`config.mk`:
```
export PLATFORM = sky130hd
export DESIGN_NAME = fifo_wrr_scheduler
export DESIGN_NICKNAME = d
export VERILOG_FILES = /design/src/rtl/fifo_wrr_scheduler_pkg.sv /design/src/rtl/fifo_wrr_pick.sv /design/src/rtl/fifo_wrr_scheduler.sv
export SDC_FILE = /design/constraint.sdc
export NUM_CORES = 1
export LEC_CHECK = 0
export CAP_MARGIN = 30
export CORE_ASPECT_RATIO = 0.5
export CORE_MARGIN = 2
export CORE_UTILIZATION = 29
export CTS_CLUSTER_DIAMETER = 150
export DETAILED_ROUTE_END_ITERATION = 10
export GPL_ROUTABILITY_DRIVEN = 0
export PLACE_DENSITY = 0.86
export SYNTH_ARGS = -nofsm -noshare
export SYNTH_HDL_FRONTEND = slang
export SYNTH_HIERARCHICAL = 1
export SYNTH_SLANG_ARGS = --single-unit
```
`constraint.sdc`:
```
create_clock -name clk_i -period 4.1 [get_ports clk_i]
set_input_delay 0.615 -clock clk_i [delete_from_list [all_inputs] [get_ports clk_i]]
set_output_delay 0.615 -clock clk_i [all_outputs]
set_load 0.05 [all_outputs]
```
`src/rtl/fifo_wrr_scheduler_pkg.sv`:
```
// Shared definitions for the weighted round-robin FIFO pop scheduler.
//   sched_state_e   : scheduler FSM states (IDLE, SERVE)
//   STATS_CNT_WIDTH : width of each per-queue served counter, which exists only
//                     when FIFO_WRR_SCHEDULER_STATS_EN is defined
package fifo_wrr_scheduler_pkg;

  typedef enum logic {
    IDLE  = 1'b0,
    SERVE = 1'b1
  } sched_state_e;

  localparam int STATS_CNT_WIDTH = 16;

endpackage

```
`src/rtl/fifo_wrr_pick.sv`:
```
// Combinational round-robin search.
// It looks for the first requesting, non-excluded entry, starting at start and
// moving upward with wrap-around.
//   req     : request vector, one bit per queue
//   start   : index that is searched first
//   exclude : mask of entries to skip
//   found   : some entry qualified
//   idx     : index of the first qualifying entry (0 when none is found)
module fifo_wrr_pick #(
  parameter int NUM_QUEUES = 4,
  parameter int IDX_WIDTH  = $clog2(NUM_QUEUES)
) (
  input  logic [NUM_QUEUES-1:0] req,
  input  logic [IDX_WIDTH-1:0]  start,
  input  logic [NUM_QUEUES-1:0] exclude,
  output logic                  found,
  output logic [IDX_WIDTH-1:0]  idx
);

  logic [IDX_WIDTH:0]   sum;
  logic [IDX_WIDTH-1:0] pos;

  // The loop walks from the farthest offset down to offset 0.
  // The last hit therefore wins, and that hit is the one nearest to start.
  always_comb begin
    found = 1'b0;
    idx   = '0;
    sum   = '0;
    pos   = '0;
    for (int k = NUM_QUEUES - 1; k >= 0; k--) begin
      sum = {1'b0, start} + (IDX_WIDTH+1)'(k);
      if (sum >= (IDX_WIDTH+1)'(NUM_QUEUES)) sum = sum - (IDX_WIDTH+1)'(NUM_QUEUES);
      pos = sum[IDX_WIDTH-1:0];
      if (req[pos] && !exclude[pos]) begin
        found = 1'b1;
        idx   = pos;
      end
    end
  end

endmodule

```
`src/rtl/fifo_wrr_scheduler.sv`:
```
// Weighted round-robin pop controller for a bank of FIFOs.
// One queue is granted at a time, for up to max(weight,1) consecutive pops.
// The granted head is presented on a single valid/ready stream.
//   clk_i, rst_ni  : clock, asynchronous active-low reset
//   clr_i          : synchronous clear; it overrides everything else
//   weight_i       : per-queue burst quantum, sampled at grant time (0 acts as 1)
//   fifo_empty_i   : empty flag of each FIFO
//   fifo_data_i    : head data of each FIFO
//   fifo_pop_o     : pop strobe of each FIFO, one-hot or zero
//   data_o/valid_o/ready_i : output stream
//   idx_o, busy_o  : index of the granted queue, and a flag that a grant is held
//   state_o        : current FSM state, for debug (1 = SERVE)
//   served_cnt_o   : saturating per-queue pop counters, present only when
//                    FIFO_WRR_SCHEDULER_STATS_EN is defined
// Handshake: a beat transfers when valid_o & ready_i are both high.
// valid_o never depends on ready_i.
// Once valid_o is raised, it stays high and data_o stays stable until the beat
// transfers. The only exceptions are clr_i and reset.
module fifo_wrr_scheduler
  import fifo_wrr_scheduler_pkg::*;
#(
  parameter int  NUM_QUEUES   = 4,
  parameter int  WEIGHT_WIDTH = 4,
  parameter int  DATA_WIDTH   = 32,
  parameter type dtype        = logic [DATA_WIDTH-1:0],
  parameter int  IDX_WIDTH    = $clog2(NUM_QUEUES)
) (
  input  logic                                    clk_i,
  input  logic                                    rst_ni,
  input  logic                                    clr_i,
  input  logic [NUM_QUEUES-1:0][WEIGHT_WIDTH-1:0] weight_i,
  input  logic [NUM_QUEUES-1:0]                   fifo_empty_i,
  input  dtype                                    fifo_data_i [NUM_QUEUES],
  output logic [NUM_QUEUES-1:0]                   fifo_pop_o,
  output dtype                                    data_o,
  output logic                                    valid_o,
  input  logic                                    ready_i,
  output logic [IDX_WIDTH-1:0]                    idx_o,
  output logic                                    busy_o,
  output logic                                    state_o
`ifdef FIFO_WRR_SCHEDULER_STATS_EN
  ,
  output logic [NUM_QUEUES-1:0][STATS_CNT_WIDTH-1:0] served_cnt_o
`endif
);

  sched_state_e            state_q, state_d;
  logic [IDX_WIDTH-1:0]    grant_q, grant_d;
  logic [WEIGHT_WIDTH-1:0] credit_q, credit_d;
  logic [IDX_WIDTH-1:0]    rr_ptr_q, rr_ptr_d;

  logic                    serving, drained, transfer, release_grant;
  logic [IDX_WIDTH-1:0]    next_ptr, pick_start, pick_idx;
  logic [NUM_QUEUES-1:0]   pick_exclude;
  logic                    pick_found;
  logic [WEIGHT_WIDTH-1:0] pick_weight, quantum;

  assign serving  = (state_q == SERVE);
  // A granted queue that shows empty has run dry, so the grant is given back.
  assign drained  = serving & fifo_empty_i[grant_q];
  assign valid_o  = serving & ~fifo_empty_i[grant_q] & ~clr_i;
  assign transfer = valid_o & ready_i;
  assign next_ptr = (grant_q == IDX_WIDTH'(NUM_QUEUES - 1)) ? '0 : grant_q + IDX_WIDTH'(1);

  assign release_grant = (transfer && credit_q <= WEIGHT_WIDTH'(1)) || drained;

  assign data_o  = fifo_data_i[grant_q];
  assign idx_o   = serving ? grant_q : '0;
  assign busy_o  = serving;
  assign state_o = state_q;

  always_comb begin
    fifo_pop_o = '0;
    if (transfer) fifo_pop_o[grant_q] = 1'b1;
  end

  // In SERVE the search starts just past the grant, so the released queue is
  // looked at last. A queue that ran dry is masked out of the search.
  always_comb begin
    pick_exclude = '0;
    if (drained) pick_exclude[grant_q] = 1'b1;
  end
  assign pick_start = serving ? next_ptr : rr_ptr_q;

  fifo_wrr_pick #(
    .NUM_QUEUES (NUM_QUEUES),
    .IDX_WIDTH  (IDX_WIDTH)
  ) u_pick (
    .req     (~fifo_empty_i),
    .start   (pick_start),
    .exclude (pick_exclude),
    .found   (pick_found),
    .idx     (pick_idx)
  );

  assign pick_weight = weight_i[pick_idx];
  assign quantum     = (pick_weight == '0) ? WEIGHT_WIDTH'(1) : pick_weight;

  always_comb begin
    state_d  = state_q;
    grant_d  = grant_q;
    credit_d = credit_q;
    rr_ptr_d = rr_ptr_q;
    if (clr_i) begin
      state_d  = IDLE;
      grant_d  = '0;
      credit_d = '0;
      rr_ptr_d = '0;
    end else begin
      case (state_q)
        IDLE: begin
          if (pick_found) begin
            state_d  = SERVE;
            grant_d  = pick_idx;
            credit_d = quantum;
          end
        end
        SERVE: begin
          if (transfer && credit_q != '0) credit_d = credit_q - WEIGHT_WIDTH'(1);
          if (release_grant) begin
            rr_ptr_d = next_ptr;
            if (pick_found) begin
              grant_d  = pick_idx;
              credit_d = quantum;
            end else begin
              state_d  = IDLE;
              credit_d = '0;
            end
          end
        end
        default: state_d = IDLE;
      endcase
    end
  end

  always_ff @(posedge clk_i or negedge rst_ni) begin
    if (!rst_ni) begin
      state_q  <= IDLE;
      grant_q  <= '0;
      credit_q <= '0;
      rr_ptr_q <= '0;
    end else begin
      state_q  <= state_d;
      grant_q  <= grant_d;
      credit_q <= credit_d;
      rr_ptr_q <= rr_ptr_d;
    end
  end

`ifdef FIFO_WRR_SCHEDULER_STATS_EN
  always_ff @(posedge clk_i or negedge rst_ni) begin
    if (!rst_ni) begin
      served_cnt_o <= '0;
    end else if (clr_i) begin
      served_cnt_o <= '0;
    end else begin
      for (int q = 0; q < NUM_QUEUES; q++) begin
        if (fifo_pop_o[q] && served_cnt_o[q] != '1)
          served_cnt_o[q] <= served_cnt_o[q] + STATS_CNT_WIDTH'(1);
      end
    end
  end
`endif

endmodule

```
==> run_results.csv, run 1 <==
group,metric,value,unit
power_and_ir_drop,vdd_drop_max,0.000251,V
power_and_ir_drop,pwr-share-clk,9.8,%
logic_synthesis,syn_area,1750,sq um
floorplanning,start_util,31.0,%
sta,rsz0062_at_grt,"no",
global_route,antenna_found_initial,0,
logic_synthesis,synth-main-ff-cell,"dfrtp_1",
detailed_routing,dr.pass1.iters,5,
detailed_routing,wirelength,9070,um
global_route,grt_usage,25.9,%
logic_synthesis,syn_nets,311,
global_route,gr-usage-met2,47.6,%
worst_setup_path,r2r-start,"grant_q[0]$_DFFE_PN0P_",
cells_and_area,final_util,67.6,%
clocking,cts_setup_buffers,0,
floorplanning,ios,193,
cells_and_area,final_nets,500,
global_route,grt_pass1_vias,2357,
sta,fin_crit_sh,88.4,%
floorplanning,fp-row-count,19,
clocking,ctsHoldBuffers,0,
logic_synthesis,syn_area_per_cell,11.5,sq um
worst_setup_path,cp-end-kind,"output port",
worst_setup_path,cp_slowest_stage_delay,0.80,ns
sta,fmaxAchievable,0.276,GHz
cells_and_area,stdcell_count,413,
clocking,clk_latency,0.23,ns
floorplanning,core_region_area,5630,sq um
min_path,hp-class,"flop to flop",
power_and_ir_drop,pwr-share-seq,9.3,%
power_and_ir_drop,power_switching,871,uW
logic_synthesis,synthDistinctLibCells,38,
worst_setup_path,cp_cell_sequence,"clkdlybuf4s50_1 -> mux4_2 -> nor2b_1 -> and3_1 -> clkdlybuf4s50_1",
detailed_routing,first_iter_violations,141,
logic_synthesis,synth-edff-count,0,
worst_setup_path,crit_slowest_cell,"clkdlybuf4s50_1",
sta,slew_headroom,58.5,%
worst_setup_path,required,3.48,ns
cells_and_area,synthToLayoutAreaGrowth,118,%
global_route,grt_pass1_wl,13100,um
global_route,overflow,0,
logic_synthesis,async_reset_ff_share,100,%
power_and_ir_drop,p_leak,1.45,nW
placement,hpwl,7740,um
cells_and_area,layout-drive-gt1-share,15.0,%
cells_and_area,fill_cells,414,
sta,hold_violations,0,
logic_synthesis,synth-seq-area-share,12.9,%
global_route,grt_use_met3,4.33,%
clocking,cts_htree_levels,1,
cells_and_area,layout_common_cells,"clkdlybuf4s50_1, mux4_2, inv_1, nand2_1",
worst_setup_path,crit_family,"buffers and inverters",
cells_and_area,diodes,0,
worst_setup_path,cp_common_cell,"clkdlybuf4s50_1",
floorplanning,fp.dieW,114,um
worst_setup_path,setup.worst_path.start,"fifo_empty_i[3]",
clocking,clock_sinks,9,
worst_setup_path,crit_buf_inv,2,
detailed_routing,antenna_left,0,
clocking,cts_resized,0,
global_route,grt.busiest_layer,"met2",
power_and_ir_drop,intPower,900,uW
sta,finalCriticalPeriod,3.62,ns
worst_setup_path,crit_fanout,8,
floorplanning,dieArea,6690,sq um
power_and_ir_drop,p_comb_share,81.0,%
status,status,"finished clean",
sta,finalMaxSlewViolations,0,
floorplanning,chipHeight,58.9,um
min_path,hp-start,"rr_ptr_q[0]$_DFFE_PN0P_",
clocking,cts_buffers,3,
sta,finalSetupTns,0,ns
sta,worst_pin_slew,0.622,ns
detailed_routing,vias,2231,
clocking,cts_buffer_depth,2,
detailed_routing,post_drt_wl_per_cell,22.0,um
worst_setup_path,worstSetupStartpointType,"input port",
global_route,grt_max_degree,34,
power_and_ir_drop,cellPowerDensity,465,nW/um^2
global_route,globalRouteMet1Util,32.6,%
logic_synthesis,synth_seq_cells,9,
cells_and_area,final_common_cell,"clkdlybuf4s50_1",
worst_setup_path,crit_type,"input port to output port",
logic_synthesis,synthCells,152,
detailed_routing,avgViaCountPerCell,5.40,
power_and_ir_drop,netSwitchingFraction,49.2,%
sta,worst_clock_skew,0.000776,ns
placement,io_buffers,192,
logic_synthesis,ys.warnings.count,6,
clocking,cts_tree,"done",
run,drv_cap,0,
placement,dpl.cell_count,409,
clocking,clk_pin_slew,0.04,ns
sta,setup_viol,0,
worst_setup_path,crit_arrival,3.01,ns
detailed_routing,drc,0,
clocking,cts_root_buffer,"clkbuf_16",
==> layout make-up <==
cell class	count	area, sq um	share of cell area, %
clock buffer	4	78.8	2.07
inverter	11	41.3	1.08
multi-input combinational	120	1420	37.3
sequential	9	226	5.95
tap	73	91.3	2.40
timing repair buffer	196	1950	51.2
==> cell usage after synthesis, types with 2 or more instances <==
library cell | count | area (sq um)
o21ai_0 | 5 | 25.0
ha_1 | 7 | 87.6
o21ai_1 | 4 | 20.0
a21oi_1 | 4 | 20.0
nor3_1 | 3 | 15.0
a2bb2oi_1 | 3 | 26.3
mux2i_1 | 2 | 20.0
nand2b_1 | 4 | 25.0
mux2_2 | 2 | 22.5
mux4_2 | 34 | 766
clkbuf_1 | 7 | 26.3
a22o_1 | 2 | 17.5
and3_1 | 8 | 50.1
or2_2 | 2 | 12.5
nor2b_1 | 6 | 37.5
nand2_1 | 9 | 33.8
and2_1 | 2 | 12.5
dfrtp_1 | 9 | 225
nand3_1 | 2 | 10.0
mux4_1 | 3 | 78.8
xnor2_1 | 2 | 17.5
buf_1 | 2 | 7.51
nor2_1 | 5 | 18.8
inv_1 | 11 | 41.3
==> metrics by stage <==
stage / power, mW / instance area, sq um / hold slack, ns / setup slack (ns)
after detailed placement: 1.59 / 3730 / 0.514 / 0.328
after floorplan: 1.12 / 1750 / 0.319 / 0.629
final: 1.77 / 3810 / 0.531 / 0.476
after global placement: 1.56 / 3730 / 0.506 / 0.530
after CTS: 1.77 / 3810 / 0.525 / 0.495
after global routing: 1.86 / 3810 / 0.558 / 0.239
==> power groups by stage <==
stage | clock network [mW] | registers, mW | logic [mW]
2_1_floorplan | 0 | 0.148 | 0.971
3_3_place_gp | 0 | 0.163 | 1.40
3_5_place_dp | 0 | 0.164 | 1.43
4_1_cts | 0.173 | 0.163 | 1.44
5_1_grt | 0.179 | 0.170 | 1.51
6_report | 0.173 | 0.164 | 1.43
==> per-layer routing <==
metal / wire length [um] / part of all wire, %
met5: 0 / 0
met4: 157 / 1.7
met3: 721 / 8.0
met2: 4700 / 52
met1: 3490 / 38
==> registers in the layout (all words and copies together), names as in the netlist <==
name      cells
rr_ptr_q      2
credit_q      4
grant_q       2
busy_o        1
==> path summary, 6_finish.rpt <==
kind / endpoint / slack (ns) / cells after the start
hold / removal: rr_ptr_q[0]$_DFFE_PN0P_ / 0.53 / 2
hold reg to reg: rr_ptr_q[0]$_DFFE_PN0P_ / 0.53 / 2
setup reg to reg: credit_q[0]$_DFFE_PN0P_ / 0.77 / 12
min in group asynchronous: grant_q[1]$_DFFE_PN0P_ / 0.69 / 1
setup / recovery: fifo_pop_o[2] / 0.48 / 5
max in group asynchronous: grant_q[0]$_DFFE_PN0P_ / 3.08 / 1
==> tightest hold or removal path, cell delays in order, from the launching register on <==
cell     delay [ns]
dfrtp_1        0.33
mux2i_1        0.08
nor2_1         0.08
==> kinds of logic after synthesis <==
logic type	share of synthesized area [%]
AO/OA/AOI/OAI	10.9
multiplexers	50.8
buffers and inverters	5.66
flip-flops	12.9
XOR/XNOR	1.00
AND/OR/NAND/NOR	13.7
adder cells (fa/ha/maj)	5.02
Power figures use the tool's default switching activity.
==> run 2, diff against run 1 <==
--- a/config.mk
+++ b/config.mk
@@ -13,6 +13,7 @@
 export DETAILED_ROUTE_END_ITERATION = 10
 export GPL_ROUTABILITY_DRIVEN = 0
 export PLACE_DENSITY = 0.86
+export SETUP_SLACK_MARGIN = 0.02
 export SYNTH_ARGS = -nofsm -noshare
 export SYNTH_HDL_FRONTEND = slang
 export SYNTH_HIERARCHICAL = 1
==> results of run 2 <==
The final DEF is identical to that of run 1; final timing and power are the same.
